### config.mk
export PLATFORM = sky130hd
export DESIGN_NAME = target_tx
export DESIGN_NICKNAME = d
export VERILOG_FILES = /design/src/rtl/target_tx.sv
export SDC_FILE = /design/constraint.sdc
export NUM_CORES = 1
export LEC_CHECK = 0
export BUFFER_PORTS_ARGS = -buffer_cell sky130_fd_sc_hd__buf_4
export CAP_MARGIN = 20
export CORE_ASPECT_RATIO = 1.2
export CORE_MARGIN = 1
export CORE_UTILIZATION = 50
export DETAILED_ROUTE_END_ITERATION = 7
export PLACE_DENSITY = 0.79
export SLEW_MARGIN = 40
export SYNTH_ARGS = -nofsm -noshare
export SYNTH_HDL_FRONTEND = slang
export SYNTH_SLANG_ARGS = --single-unit
### constraint.sdc
create_clock -name i_sys_clk -period 6.9 [get_ports i_sys_clk]
set_input_delay 1.035 -clock i_sys_clk [delete_from_list [all_inputs] [get_ports i_sys_clk]]
set_output_delay 1.035 -clock i_sys_clk [all_outputs]
set_load 0.01 [all_outputs]
### src/rtl/target_tx.sv
// target_tx: HDR-DDR target-side SDA serializer for preamble, data, parity, token and CRC words.
// Build option TARGET_TX_CRC_EN enables the token/CRC modes and the o_crc_data byte tap.
module target_tx #(
  parameter int DATA_W = 8
) (
  input  logic              i_sys_clk,
  input  logic              i_sys_rst,
  input  logic              i_sclgen_scl_pos_edge,
  input  logic              i_sclgen_scl_neg_edge,
  input  logic              i_ddrccc_tx_en,
  input  logic [3:0]        i_ddrccc_tx_mode,
  input  logic              i_ddrccc_pre_value,
  input  logic [DATA_W-1:0] i_regf_tx_data,
  input  logic [4:0]        i_crc_value,
  output logic              o_sdahnd_tx_sda,
  output logic              o_sdahnd_tx_oe,
  output logic              o_ddrccc_tx_mode_done,
  output logic [DATA_W-1:0] o_crc_data,
  output logic              o_crc_data_valid
);

  localparam logic [3:0] MODE_PRE   = 4'b0001;
  localparam logic [3:0] MODE_DATA  = 4'b0010;
  localparam logic [3:0] MODE_PAR   = 4'b0100;
  localparam logic [3:0] MODE_TOKEN = 4'b0101;
  localparam logic [3:0] MODE_CRC   = 4'b0110;
  localparam logic [3:0] MODE_SPRE  = 4'b1001;

  logic [3:0]        mode_prev;
  logic [2:0]        count;
  logic [2:0]        count_eff;
  logic [2:0]        last_idx;
  logic              mode_act;
  logic              edge_evt;
  logic              last_bit;
  logic              bit_val;
  logic              par1;
  logic              par0;
  logic [DATA_W-1:0] shift_reg;
  logic [DATA_W-1:0] d1;
  logic [DATA_W-1:0] d2;
  logic              first_byte_full;
  logic              sda;
  logic              oe;
  logic              done;

`ifdef TARGET_TX_CRC_EN
  logic [4:0]        crc_hold;
  logic [DATA_W-1:0] crc_data;
  logic              crc_valid;
`else
  logic              crc_unused;
  assign crc_unused = ^i_crc_value;
`endif

  assign edge_evt  = i_sclgen_scl_pos_edge | i_sclgen_scl_neg_edge;
  // A new mode always starts from bit 0, even if the old one was mid-word.
  assign count_eff = (i_ddrccc_tx_mode != mode_prev) ? 3'd0 : count;
  assign last_bit  = (count_eff == last_idx);

  assign par1 = d1[7] ^ d1[5] ^ d1[3] ^ d1[1] ^ d2[7] ^ d2[5] ^ d2[3] ^ d2[1];
  assign par0 = ~(d1[6] ^ d1[4] ^ d1[2] ^ d1[0] ^ d2[6] ^ d2[4] ^ d2[2] ^ d2[0]);

  always_comb begin
    mode_act = 1'b1;
    last_idx = 3'd0;
    bit_val  = 1'b1;
    case (i_ddrccc_tx_mode)
      MODE_PRE: begin
        last_idx = 3'd0;
        bit_val  = i_ddrccc_pre_value;
      end
      MODE_DATA: begin
        last_idx = 3'd7;
        bit_val  = (count_eff == 3'd0) ? i_regf_tx_data[DATA_W-1]
                                       : shift_reg[3'd7 - count_eff];
      end
      MODE_PAR: begin
        last_idx = 3'd1;
        bit_val  = count_eff[0] ? par0 : par1;
      end
      MODE_SPRE: begin
        last_idx = 3'd1;
        bit_val  = count_eff[0];
      end
`ifdef TARGET_TX_CRC_EN
      MODE_TOKEN: begin
        last_idx = 3'd3;
        bit_val  = ~count_eff[1];
      end
      MODE_CRC: begin
        last_idx = 3'd4;
        bit_val  = (count_eff == 3'd0) ? i_crc_value[4] : crc_hold[3'd4 - count_eff];
      end
`endif
      default: mode_act = 1'b0;
    endcase
  end

  // Stage p0: bit counter, SDA/OE registers and the D1/D2 parity pair
  always_ff @(posedge i_sys_clk) begin
    if (!i_sys_rst) begin
      mode_prev       <= 4'b0000;
      count           <= 3'd0;
      sda             <= 1'b1;
      oe              <= 1'b0;
      done            <= 1'b0;
      shift_reg       <= '0;
      d1              <= '0;
      d2              <= '0;
      first_byte_full <= 1'b0;
`ifdef TARGET_TX_CRC_EN
      crc_hold        <= 5'd0;
      crc_data        <= '0;
      crc_valid       <= 1'b0;
`endif
    end else begin
      mode_prev <= i_ddrccc_tx_mode;
      done      <= 1'b0;
`ifdef TARGET_TX_CRC_EN
      crc_valid <= 1'b0;
`endif
      if (!i_ddrccc_tx_en || !mode_act) begin
        count <= 3'd0;
        sda   <= 1'b1;
        oe    <= 1'b0;
      end else begin
        oe    <= 1'b1;
        count <= count_eff;
        if (edge_evt) begin
          sda   <= bit_val;
          count <= last_bit ? 3'd0 : count_eff + 3'd1;
          done  <= last_bit;
          if (i_ddrccc_tx_mode == MODE_DATA && count_eff == 3'd0) begin
            shift_reg <= i_regf_tx_data;
          end
          if (i_ddrccc_tx_mode == MODE_DATA && last_bit) begin
            if (first_byte_full) begin
              d2 <= shift_reg;
            end else begin
              d1 <= shift_reg;
            end
            first_byte_full <= ~first_byte_full;
`ifdef TARGET_TX_CRC_EN
            crc_data  <= shift_reg;
            crc_valid <= 1'b1;
`endif
          end
          if (i_ddrccc_tx_mode == MODE_PAR && last_bit) begin
            first_byte_full <= 1'b0;
          end
`ifdef TARGET_TX_CRC_EN
          if (i_ddrccc_tx_mode == MODE_CRC && count_eff == 3'd0) begin
            crc_hold <= i_crc_value;
          end
`endif
        end
      end
    end
  end

  assign o_sdahnd_tx_sda       = sda;
  assign o_sdahnd_tx_oe        = oe;
  assign o_ddrccc_tx_mode_done = done;
`ifdef TARGET_TX_CRC_EN
  assign o_crc_data            = crc_data;
  assign o_crc_data_valid      = crc_valid;
`else
  assign o_crc_data            = '0;
  assign o_crc_data_valid      = 1'b0;
`endif

endmodule

# After elaboration in Yosys (flattened, before gate mapping)
# Cells that the tools add are included.
[totals] input_bits=23 regBits=35 wordCells=67
[op_classes] n_mux=13 n_eq_ne=6 addsub=2 order_cmp=1 bitwise=20 n_reduce_logical=16
[ops] operator="$xor A1 B1 Y1" count=14
[ops] operator="$mux W3" count=3
[ops] operator="$reduce_and A4 Y1" count=2
[ops] operator="$mux W1" count=7
[ops] operator="$pmux W3 S2" count=1
[ops] operator="$reduce_and A3 Y1" count=2
[ops] operator="$not A1 Y1" count=5
[ops] operator="$eq A4 B1 Y1 const B" count=1
[ops] operator="$eq A4 B2 Y1 const B" count=1
[ops] operator="$eq A4 B3 Y1 const B" count=1
[ops] operator="$eq A4 B4 Y1 const B" count=1
[ops] operator="$lt A3 B4 Y1 const B" count=1
[ops] operator="$ne A4 B4 Y1" count=1
[ops] operator="$pmux W1 S4" count=1
[ops] operator="$reduce_or A2 Y1" count=2
[ops] operator="$reduce_or A4 Y1" count=1
[ops] operator="$add A3 B1 Y3 const B" count=1
[ops] operator="$bmux W1 S3" count=1
[ops] operator="$eq A3 B3 Y1" count=1
[ops] operator="$logic_and A1 B1 Y1" count=3
[ops] operator="$logic_not A3 Y1" count=1
[ops] operator="$reduce_or A3 Y1" count=1
[ops] operator="$sub A3 B3 Y3 const A" count=1
[ops] operator="$logic_not A1 Y1" count=2
[ops] operator="3 further kinds" count=3

# Longest topological paths before layout
# Gate-level depths: netlist of run 1.
[logic_depth] depth_word=10 mapped_depth=8

# Least setup slack after synthesis of run 1
# Ideal clock, no wire load.
[synth_path] path_type="input to register" from="in i_ddrccc_tx_mode[0]" to="reg d1[0]" t_arrival_ns=2.903 cell_stages=7 slack_ns=3.925 t_required_ns=6.828 path_cell_list="buf_4 xor2_1 nor4_4 nand2_2 o32a_4 nor4_4 mux2i_1"
[synth_via] elab_chain_cells=7 word_cells_on_any_way=16 cone_classes="eq/ne (6); mux (3); bitwise (1); reduce/logical (6)"
[synth_rtl] element="from (decl)" line_no="11" source="input logic [3:0] i_ddrccc_tx_mode,"
[synth_rtl] element="parallel branches: the longest is 6 deep, another holds $eq A4 B3 Y1"
[synth_rtl] element="$reduce_and A4 Y1 (no source line) *"
[synth_rtl] element="to (signal assigned)" line_no="141" source="d1 <= shift_reg;"
[synth_rtl] element="to (decl)" line_no="40" source="logic [DATA_W-1:0] d1;"
# Every way passes the cells marked *.
# A chain may end at the register's enable or synchronous reset.

# Worst setup path after layout of run 1
[layout_path] from="in i_ddrccc_tx_mode[1]" to="reg d1[2]"
# Same word-level chain as after synthesis.

==> summary.md, run 1 <==
| Metric | Value |
|---|---|
| Run status | `complete, but fails checks` |
| Violated checks | `design-rule violations` |
| Starting Density | `0.539` |
| Final Cycle Share | `0.440` |
| Largest net degree at the start of global routing | `31` |
| Util after Layout | `0.590` |
| Final slew viol count | `0` |
| Seq/Total Area, Yosys | `0.376` |
| Post-CTS Setup Repair Bufs | `0` |
| Post-route insts no fill | `251` |
| Register bit total from synthesis | `35` |
| Worst-Margin Slew | `0.752 ns` |
| Unrepaired setup endpoints after global routing | `false` |
| DIE HEIGHT | `68.9 µm` |
| Total Power | `0.375 mW` |
| Async S/R FF share, synth | `0` |
| Post-CTS Hold Buffers | `0` |
| Chip width | `57.7 µm` |
| LEAKAGE | `0.799 nW` |
| H-tree levels | `2` |
| Row cnt | `23` |
| Initial drt markers | `50` |
| Vias per cell | `5.30` |
| Placed cells | `245` |
| Final hold violations | `0` |
| Core area | `3450 µm²` |
| Clock Sinks | `35` |
| Grt ovf | `0` |
| Final setup margin | `3.87 ns` |
| Clock Pin Slew Worst Setup and Hold Paths | `0.06 ns` |
| Crit path DAT | `3.25 ns` |
| Crit. End Element | `flop` |
| Ys Warns | `0` |
| Worst path required time | `7.11 ns` |
| Area delta synth->final | `9.40%` |
| Setup WS pre-CTS | `3.52 ns` |
| HP Class | `reg2reg` |
| Post-cts resize count | `0` |
| Reg area | `701 µm²` |
| CP max FO | `9` |
| CTS buffer count | `5` |
| ANT cells | `0` |
| Share of layout cells above drive strength 1 | `0.164` |
| Later-pin clock latency in the skew report | `0.29 ns` |
| Post-synth EDFFs | `0` |
| Commonest cells after routing, fill and taps aside | `dfxtp_1 (35), nand2_1 (29), mux2i_1 (26), buf_4 (20), nor2_1 (15)` |
| DP Wirelength | `2320 µm` |
| First-pass GRT wire length | `5500 µm` |
| Routability congestion estimate | `0.809` |
| Buffers added on ports | `20` |
| Clk_skew | `0.00315 ns` |
| Placed inst area | `1970 µm²` |
| Via total after detailed routing | `1331` |
| Router iterations before antenna repair | `6` |
| Multi-input logic area | `1060 µm²` |
| Routed WL | `3310 µm` |
| Remaining antenna violation count after routing | `0` |
| WL/cell | `13.2 µm` |
| Post-synth top flop | `dfxtp_1` |
| Setup crit start kind | `primary input` |
| Max_slew headroom | `0.495` |
| Full die area | `3980 µm²` |
| Initial antenna violation count | `0` |
| Gr usage total | `0.188` |
| Power Density | `184 nW/µm²` |
| Hold_ws | `0.470 ns` |
| Design Area, Final | `2040 µm²` |
| Setup tns final | `0 ns` |
| CTS Buffer Depth | `2` |
| Netlist Area Pre-Place | `1860 µm²` |
| Max-capacitance violation count | `0` |
| Vias in the first global route | `1212` |
| Fmax | `0.329 GHz` |
| Synth cell types | `43` |
| Final setup violation count | `0` |
| Root Driver | `clkbuf_8` |
| Mean Syn Cell Area | `9.32 µm²` |
| Num ports | `35` |
| Count of nets after finishing | `238` |
| VDD IR max | `134 µV` |
| DRC viols | `3` |
| Filler instances | `319` |
| Commonest non-fill, non-tap cell in the layout | `dfxtp_1` |
| Post-Syn Instances | `200` |
| Minimum clock period | `3.03 ns` |
| CTS tree | `yes` |
| Crit Path Class | `in2reg` |
[cells in the mapped netlist, types with 3 or more instances]
cell,instances,share of area
nand3_1,3,0.0081
buf_2,3,0.0081
o21ai_0,3,0.0081
nor3_1,4,0.011
or2_2,3,0.010
nor4_4,3,0.034
a21oi_1,4,0.011
buf_4,10,0.040
clkbuf_1,6,0.012
xnor2_1,14,0.066
dfxtp_1,35,0.38
xor2_1,5,0.024
and2_1,5,0.017
mux2i_1,26,0.14
nand2_1,29,0.058
nor2_1,15,0.030
[final cells by class]
| cell class | instances | area share |
|---|---|---|
| Timing Repair Buffer | 20 | 0.0737 |
| Inverter | 2 | 0.00368 |
| Tap cell | 37 | 0.0227 |
| Multi-Input combinational cell | 151 | 0.521 |
| Sequential cell | 35 | 0.344 |
| Clock buffer | 6 | 0.0356 |
[power breakdown]
part	internal (mW)	leakage, nW	total (mW)	switching (mW)
clock network	0.0671	0.0371	0.135	0.0676
registers	0.204	0.283	0.205	0.00123
logic	0.0151	0.478	0.0344	0.0193
total	0.286	0.799	0.375	0.0881
[path summary, 6_finish.rpt]
path	start	endpoint	slack, ns	cells after the start
worst min-delay path	d1[6]$_SDFFE_PN0P_	d1[6]$_SDFFE_PN0P_	0.47	2
worst min register to register	d1[6]$_SDFFE_PN0P_	d1[6]$_SDFFE_PN0P_	0.47	2
worst max register to register	mode_prev[1]$_SDFF_PN0_	d1[2]$_SDFFE_PN0P_	4.47	6
worst max-delay path	i_ddrccc_tx_mode[1]	d1[2]$_SDFFE_PN0P_	3.87	7
[per-layer routing]
| layer | vias up | part of all wire | track usage | wire [µm] |
|---|---|---|---|---|
| met5 | - | 0 | 0 | 0 |
| met4 | 0 | 0.021 | 0.0982 | 71 |
| met3 | 6 | 0.054 | 0.0560 | 179 |
| met2 | 34 | 0.46 | 0.307 | 1530 |
| met1 | 604 | 0.46 | 0.226 | 1530 |
| li1 | 687 | - | - | - |
[logic make-up after synthesis]
| family | share of synthesized area |
|---|---|
| AO/OA/AOI/OAI | 0.0839 |
| XOR/XNOR | 0.0981 |
| buffers and inverters | 0.0705 |
| flip-flops | 0.376 |
| multiplexers | 0.152 |
| other | 0.00201 |
| AND/OR/NAND/NOR | 0.218 |
[worst max-delay path, cell delays in order]
cell	delay (ns)
buf_4	0.15
xor2_2	0.18
nor4_4	0.51
nand2_2	0.15
o32a_4	0.26
nor4_4	0.69
mux2i_1	0.26
Power figures use the tool's default switching activity.
==> run 2: changes to the inputs <==
--- a/config.mk
+++ b/config.mk
@@ -9,9 +9,9 @@
 export CAP_MARGIN = 20
 export CORE_ASPECT_RATIO = 1.2
 export CORE_MARGIN = 1
-export CORE_UTILIZATION = 50
+export CORE_UTILIZATION = 49
 export DETAILED_ROUTE_END_ITERATION = 7
-export PLACE_DENSITY = 0.79
+export PLACE_DENSITY = 0.81
 export SLEW_MARGIN = 40
 export SYNTH_ARGS = -nofsm -noshare
 export SYNTH_HDL_FRONTEND = slang
==> constraint.sdc (replaced) <==
create_clock -name i_sys_clk -period 2.6 [get_ports i_sys_clk]
set_input_delay 0.39 -clock i_sys_clk [delete_from_list [all_inputs] [get_ports i_sys_clk]]
set_output_delay 0.39 -clock i_sys_clk [all_outputs]
set_load 0.01 [all_outputs]
==> summary.md, run 2 (synthesis gave the netlist of run 1 again) <==
| Metric | Value |
|---|---|
| CP max FO | `9 (unchanged)` |
| Router iterations before antenna repair | `4 (-2)` |
| Largest net degree at the start of global routing | `31 (unchanged)` |
| DIE HEIGHT | `69.5 µm (+0.98%)` |
| H-tree levels | `2 (unchanged)` |
| Commonest cells after routing, fill and taps aside | `dfxtp_1 (35), nand2_1 (29), mux2i_1 (26), buf_4 (23), nor2_1 (15)` |
| Final setup margin | `0.471 ns (-3.39 ns)` |
| VDD IR max | `352 µV (+160%)` |
| Count of nets after finishing | `243 (+2.1%)` |
| Root Driver | `clkbuf_8` |
| Later-pin clock latency in the skew report | `0.28 ns (about the same)` |
| HP Class | `in2reg` |
| Final Cycle Share | `0.819` |
| Full die area | `4050 µm² (+2.0%)` |
| Final slew viol count | `0 (unchanged)` |
| Core area | `3630 µm² (+5.2%)` |
| Gr usage total | `0.189 (+0.000774)` |
| Setup crit start kind | `flop` |
| Vias per cell | `5.01 (-5.4%)` |
| Gr busiest metal | `met2` |
| Chip width | `58.3 µm (+0.98%)` |
| Via total after detailed routing | `1359 (+2.1%)` |
| WL/cell | `12.3 µm (-6.5%)` |
| Clock Sinks | `35 (unchanged)` |
| Fmax | `0.470 GHz` |
| Placed inst area | `2050 µm² (+4.1%)` |
| ANT cells | `0 (unchanged)` |
| Max-capacitance violation count | `0 (unchanged)` |
| CTS tree | `yes` |
| Area delta synth->final | `13.8%` |
| Final setup violation count | `0 (unchanged)` |
| Commonest non-fill, non-tap cell in the layout | `dfxtp_1` |
| CTS Buffer Depth | `2 (unchanged)` |
| Post-CTS Setup Repair Bufs | `0 (unchanged)` |
| Design Area, Final | `2120 µm² (+4.0%)` |
| Post-route insts no fill | `271 (+8.0%)` |
| Grt ovf | `0 (unchanged)` |
| Total Power | `0.990 mW (+160%)` |
| Initial drt markers | `48 (-4.0%)` |
| GRT met3 Usage | `0.0504 (-0.00560)` |
| Hold_ws | `0.333 ns (-0.137 ns)` |
| Row cnt | `24 (+4.3%)` |
| Initial antenna violation count | `0 (unchanged)` |
| CTS buffer count | `5 (unchanged)` |
| Crit path DAT | `2.31 ns (-0.94 ns)` |
| Crit Path Class | `reg2reg` |
| Met1 Use GR | `0.229 (+0.00281)` |
| Routability congestion estimate | `0.798 (-1.4%)` |
| Setup tns final | `0 ns (unchanged)` |
| GR Util met2 | `0.307 (about the same)` |
| Power Density | `467 nW/µm² (+150%)` |
| Run status | `completed` |
| Routed WL | `3340 µm (+0.91%)` |
| Worst path required time | `2.79 ns (-4.32 ns)` |
| DP Wirelength | `2440 µm (+5.2%)` |
| Util after Layout | `0.583 (-0.00688)` |
| Post-cts resize count | `0 (unchanged)` |
| Vias in the first global route | `1310 (+8.1%)` |
| DRC viols | `0 (-3)` |
| Post-CTS Hold Buffers | `0 (unchanged)` |
| Num ports | `35 (unchanged)` |
| Placed cells | `265 (+8.2%)` |
| Share of layout cells above drive strength 1 | `0.183 (+0.0191)` |
| LEAKAGE | `0.831 nW (+4.1%)` |
| Clock Pin Slew Worst Setup and Hold Paths | `0.06 ns (about the same)` |
| Setup WS pre-CTS | `0.245 ns (-3.28 ns)` |
| Final hold violations | `0 (unchanged)` |
| Unrepaired setup endpoints after global routing | `false` |
| Starting Density | `0.513 (-0.0268)` |
| Clk_skew | `0.00508 ns (+0.00193 ns)` |
| Minimum clock period | `2.13 ns` |
| Buffers added on ports | `20 (unchanged)` |
| Remaining antenna violation count after routing | `0 (unchanged)` |
| First-pass GRT wire length | `5780 µm (+5.1%)` |
| Crit. End Element | `flop` |
run 2: cell count changes in the layout (fill, tap and decap cells not counted), sizes merged:
cell and delta:
buf +5
run 2: worst max-delay path, stage by stage, from the launching register on:
cell	delay (ns)
dfxtp_1	0.41
or2_2	0.35
o21a_1	0.19
o32a_4	0.41
or3_1	0.38
a221oi_1	0.29
run 2: path summary, 6_finish.rpt:
kind | from | end | slack, ns | cells past startpoint
worst max-delay path | count[0]$_SDFF_PP0_ | first_byte_full$_SDFFE_PN0P_ | 0.47 | 5
worst max register to register | count[0]$_SDFF_PP0_ | first_byte_full$_SDFFE_PN0P_ | 0.47 | 5
worst min register to register | d1[5]$_SDFFE_PN0P_ | d1[5]$_SDFFE_PN0P_ | 0.47 | 2
worst min-delay path | i_regf_tx_data[2] | shift_reg[2]$_SDFFE_PN0P_ | 0.33 | 3
run 2: power by group:
| group | internal, mW | switching (mW) | total, mW |
|---|---|---|---|
| registers | 0.542 | 0.00328 | 0.545 |
| clock network | 0.178 | 0.174 | 0.352 |
| logic | 0.0414 | 0.0520 | 0.0934 |
run 2: area by class of cell:
class | instances | area (µm²)
clock buffer | 6 | 72.6
fill | 335 | 1510
inverter | 2 | 7.51
multi-input combinational | 151 | 1060
sequential | 35 | 701
tap | 52 | 65.1
timing repair buffer | 25 | 213
run 2: per-layer routing:
metal / vias to the layer above / share of wire / wire, µm
li1: 698 / - / -
met3: 7 / 0.042 / 141
met5: - / 0 / 0
met1: 623 / 0.45 / 1520
met2: 31 / 0.48 / 1610
met4: 0 / 0.021 / 71
